[src/rtl/clken_divider.sv]
// Multi-channel clock-enable generator: one-cycle enable pulses at runtime-programmable
// integer ratios of clk, held off until the lock input has been stable for 2^Nstart cycles.
module clken_divider #(
    parameter int unsigned Nchan    = 4,
    parameter int unsigned Wdiv     = 8,
    parameter int unsigned Nstart   = 2,
    parameter logic [Nchan*Wdiv-1:0] DIV_INIT = {8'd8, 8'd4, 8'd2, 8'd1}
) (
    input  logic                                        clk,
    input  logic                                        reset,
    input  logic                                        locked,
    input  logic                                        run,
    input  logic                                        align,
    input  logic                                        wr,
    input  logic [((Nchan > 1) ? $clog2(Nchan) : 1)-1:0] wr_chan,
    input  logic [Wdiv-1:0]                             wr_div,
    output logic                                        ready,
    output logic [Nchan-1:0]                            en
);

    localparam int unsigned WS = Nstart + 1;

    logic [WS-1:0]    start_q, start_d;
    logic [Nchan-1:0] en_q, en_d;
    logic [Nchan-1:0] pflag_q, pflag_d;
    logic [Wdiv-1:0]  cnt_q  [Nchan];
    logic [Wdiv-1:0]  cnt_d  [Nchan];
    logic [Wdiv-1:0]  div_q  [Nchan];
    logic [Wdiv-1:0]  div_d  [Nchan];
    logic [Wdiv-1:0]  pend_q [Nchan];
    logic [Wdiv-1:0]  pend_d [Nchan];

    logic             rdy;
    logic             act;
    logic [Nchan-1:0] term;
    logic [Nchan-1:0] apply;
    logic [Nchan-1:0] wr_hit;

    assign rdy   = start_q[Nstart];
    assign act   = rdy & run;
    assign ready = rdy;
    assign en    = en_q;

    // Startup counter saturates once its top bit (ready) is set; any lock drop restarts it.
    always_comb begin
        start_d = start_q;
        if (!locked) begin
            start_d = '0;
        end else if (!rdy) begin
            start_d = start_q + WS'(1);
        end
    end

    // Per-channel counting and ratio update. A ratio is "applied" at any point where the
    // counter is known to be at zero afterwards, so cnt < div always holds.
    always_comb begin
        term   = '0;
        apply  = '0;
        wr_hit = '0;
        en_d   = '0;
        for (int i = 0; i < Nchan; i++) begin
            cnt_d[i]   = cnt_q[i];
            div_d[i]   = div_q[i];
            pend_d[i]  = pend_q[i];
            pflag_d[i] = pflag_q[i];

            term[i]   = act && (div_q[i] != '0) && (cnt_q[i] == div_q[i] - Wdiv'(1));
            apply[i]  = !locked || !rdy || align || (div_q[i] == '0) || term[i];
            wr_hit[i] = wr && (32'(wr_chan) == 32'(i));

            if (!locked || (rdy && align)) begin
                cnt_d[i] = '0;
            end else if (act) begin
                if (div_q[i] == '0 || term[i]) begin
                    cnt_d[i] = '0;
                    en_d[i]  = term[i];
                end else begin
                    cnt_d[i] = cnt_q[i] + Wdiv'(1);
                end
            end

            if (wr_hit[i]) begin
                pend_d[i] = wr_div;
                if (apply[i]) begin
                    div_d[i]   = wr_div;
                    pflag_d[i] = 1'b0;
                end else begin
                    pflag_d[i] = 1'b1;
                end
            end else if (apply[i] && pflag_q[i]) begin
                div_d[i]   = pend_q[i];
                pflag_d[i] = 1'b0;
            end
        end
    end

    always_ff @(posedge clk or negedge reset) begin
        if (!reset) begin
            start_q <= '0;
            en_q    <= '0;
            pflag_q <= '0;
            for (int i = 0; i < Nchan; i++) begin
                cnt_q[i]  <= '0;
                div_q[i]  <= DIV_INIT[i*Wdiv +: Wdiv];
                pend_q[i] <= DIV_INIT[i*Wdiv +: Wdiv];
            end
        end else begin
            start_q <= start_d;
            en_q    <= en_d;
            pflag_q <= pflag_d;
            for (int i = 0; i < Nchan; i++) begin
                cnt_q[i]  <= cnt_d[i];
                div_q[i]  <= div_d[i];
                pend_q[i] <= pend_d[i];
            end
        end
    end

endmodule

[config.mk]
export PLATFORM = sky130hd
export DESIGN_NAME = clken_divider
export DESIGN_NICKNAME = d
export VERILOG_FILES = /design/src/rtl/clken_divider.sv
export SDC_FILE = /design/constraint.sdc
export NUM_CORES = 1
export LEC_CHECK = 0
export CAP_MARGIN = 10
export CORE_MARGIN = 5
export CORE_UTILIZATION = 25
export CTS_CLUSTER_SIZE = 14
export DETAILED_ROUTE_END_ITERATION = 8
export DONT_BUFFER_PORTS = 1
export GPL_TIMING_DRIVEN = 0
export PLACE_DENSITY = 0.5
export SYNTH_ARGS = -nofsm -noshare
export SYNTH_HDL_FRONTEND = slang
export SYNTH_SLANG_ARGS = --single-unit
[constraint.sdc]
create_clock -name clk -period 2.4 [get_ports clk]
set_clock_uncertainty 0.05 [all_clocks]
set_input_delay 0.48 -clock clk [delete_from_list [all_inputs] [get_ports clk]]
set_output_delay 0.48 -clock clk [all_outputs]
set_load 0.01 [all_outputs]
==> impl_metrics.toml <==
[logic_synthesis]
synth_seq_cells = 107
syn_avg_cell_area_um2 = 10.2
synthTopCellsByCount = "99 x dfrtp_1, 49 x mux2_2, 43 x nand2_1"
post-synth-top-area-cell = "dfrtp_1"
yosys_warnings = 0
synth_area_leaders = "dfrtp_1 42%, mux2_2 9.3%, xnor2_1 3.7%"
async_flop_share = 1.00
synth_edf_count = 0
synthFlopType = "dfrtp_1"
yosys.cell_count.top_type = "dfrtp_1"
synth_top_area_frac = 0.416
synth_area_um2 = 5950
netlist_instances = 585
synth_fp_nets = 614
yosysUniqueCellTypes = 62
seq_area_frac_synth = 0.452

[pwr]
p_sw_frac = 0.337
irDropWorstVdd_mv = 0.421
power.switching_mw = 1.94
internal_power_mw = 3.80
p_leak_nw = 2.89
p_per_area_nw_per_um2 = 799
comb_power_share = 0.290
finalPower_mw = 5.74
clockPowerShare = 0.277
p_seq_frac = 0.432

[timing]
fin_crit_ns = 2.45
slew_viol_final = 0
fin_ws_ns = -0.0458
holdWs_ns = -0.240
worst_slew_pin_slew_ns = 0.642
timing.fmax_mhz = 409
rsz0062_at_grt = "true"
period_share = 1.02
relSlewSlack = 0.572
setup_viol = 8
hold_viol = 106

[floorplanning]
top_level_ports = 21
rows = 56
chipHeight_um = 164
die_width_um = 164
coreArea_um2 = 23500
dieArea_um2 = 27000
start_util = 0.253

[setup_path]
cp_data_required_time_ns = 2.60
path_class = "flop to flop"
rr_endpoint = "div_q[23]$_DFFE_PN0P_"
cp_data_arrival_time_ns = 2.64
end_kind = "flop"
ff2ff_setup_slack_ns = -0.05
reg2reg_depth = 7
r2r-start = "div_q[20]$_DFFE_PN0P_"
crit_fanout = 8
worst_setup_path_start_kind = "flop"
crit_start = "div_q[20]$_DFFE_PN0P_"

[grt]
grt_max_degree = 108
grt_use_met3 = 0.0173
grt_pass1_wl_um = 24000
grt-ovfl-total = 0
track_usage = 0.115
grtUsageMet1 = 0.154
grt_use_met2 = 0.189
antenna_found_initial = 0
grt_pass1_vias = 4342
grt-busiest-layer = "met2"

[clock_tree]
root_buffer = "clkbuf_16"
tritoncts = "yes"
htree_num_levels = 3
clock_path_buffers = 2
cts_inserted_buffers = 9
path_clk_slew_ns = 0.08
cts_sinks = 107
clk_latency_ns = 0.36

[detailed_routing]
ant_nets = 0
drc_errors = 0
drt_iter0_markers = 358
wl_per_cell_um = 16.1
routed_wl_um = 15100
drt_pass1_iterations = 5
num_vias = 4492
vias_per_cell = 4.78

[cells_and_area]
fin_util = 0.306
finalInstanceArea_um2 = 7190
drive_above_1_share = 0.259
diodes = 0
area_growth_pct = 20.8
final_nets = 645
instances_no_fill = 940

[run_status]
run_status = "finished, violations left"
violations = "hold timing, setup timing"

[place]
io_buffers = 0
globalplace.congestion = 0.827
placed_cell_area_um2 = 6390
dpl.cell_count = 904
place_hpwl_um = 10200

[min_path]
hold_class = "input port to async pin"

[job]
max-cap-violations = 0
worst max-delay path, stage by stage (launching register included):
cell       delay [ns]
dfrtp_2          0.43
or4_1            0.50
a222oi_1         0.31
and4_1           0.27
o2111ai_4        0.13
a21oi_4          0.18
buf_12           0.16
mux2_4           0.30
worst max-delay path by stage:
stage	end	slack, ns	cells past startpoint
after floorplan	div_q[18]$_DFFE_PN0P_	-0.11	8
after global placement	div_q[25]$_DFFE_PN0P_	-0.45	7
after detailed placement	div_q[30]$_DFFE_PN0P_	-0.42	7
after CTS	div_q[23]$_DFFE_PN0P_	-0.07	8
after global routing	div_q[18]$_DFFE_PN0P_	-0.17	7
final	div_q[23]$_DFFE_PN0P_	-0.05	7
cells by family (layout without fill, tap and decap cells):
logic type / Yosys count / count (layout) / synth area share
fa+ha+maj: 13 / 13 / 0.0273
simple gates: 208 / 209 / 0.185
mux: 61 / 61 / 0.113
xor+xnor: 45 / 45 / 0.0662
flops: 107 / 107 / 0.452
compound gates: 105 / 105 / 0.126
buf+inv: 46 / 81 / 0.0307
flip-flops by register name, indices dropped and copies added (netlist names):
name,cells
en,4
pend_q,32
div_q,32
pflag_q,4
cnt_q,32
start_q,3
cell type report:
type	count	area, um2
clock inverter	7	93.8
buffer	16	76.3
multi-input combinational	433	3380
timing repair buffer	28	243
sequential	107	2700
clock buffer	9	225
tap	319	399
inverter	21	78.8
fill	2425	16300
metal layers:
layer / wire (um) / up-vias
li1: - / 2190
met1: 7050 / 2227
met2: 7390 / 62
met3: 439 / 13
met4: 246 / 0
met5: 0 / -
through the flow:
step | setup WS [ns] | setup TNS (ns)
after floorplan | -0.108 | -0.821
after global placement | -0.451 | -16.98
after detailed placement | -0.417 | -17.53
after CTS | -0.0694 | -0.471
after global routing | -0.172 | -2.30
final | -0.0458 | -0.288
cell usage in the layout (no fill, tap or decap), types with 14 or more instances in the layout:
master / synthesis / final
dfrtp_1: 99 / 93
nand2_1: 43 / 42
mux2_2: 49 / 41
nor2_1: 38 / 37
buf_4: 0 / 26
o21ai_0: 25 / 24
xnor2_1: 25 / 24
nor3_1: 28 / 23
xor2_1: 20 / 20
inv_1: 21 / 19
nand3_1: 21 / 19
a21oi_1: 15 / 14
timing repair:
| item | 4_1_cts | 5_1_grt |
|---|---|---|
| gates cloned | 1 | 0 |
| pin swaps | 11 | 10 |
| gates resized for setup | 34 | 34 |
| setup endpoints to repair | 68 | 62 |
| setup buffers | 16 | 12 |
| hold endpoints to repair | 107 | 107 |
power by group through the flow:
stage                     logic (mW)  registers [mW]  clock network [mW]
after floorplan                 1.17            2.33                   0
after global placement          1.39            2.41                   0
after detailed placement        1.40            2.42                   0
after CTS                       1.57            2.41                1.65
after global routing            1.82            2.54                1.70
final                           1.67            2.48                1.59
Power figures use the tool's default switching activity.
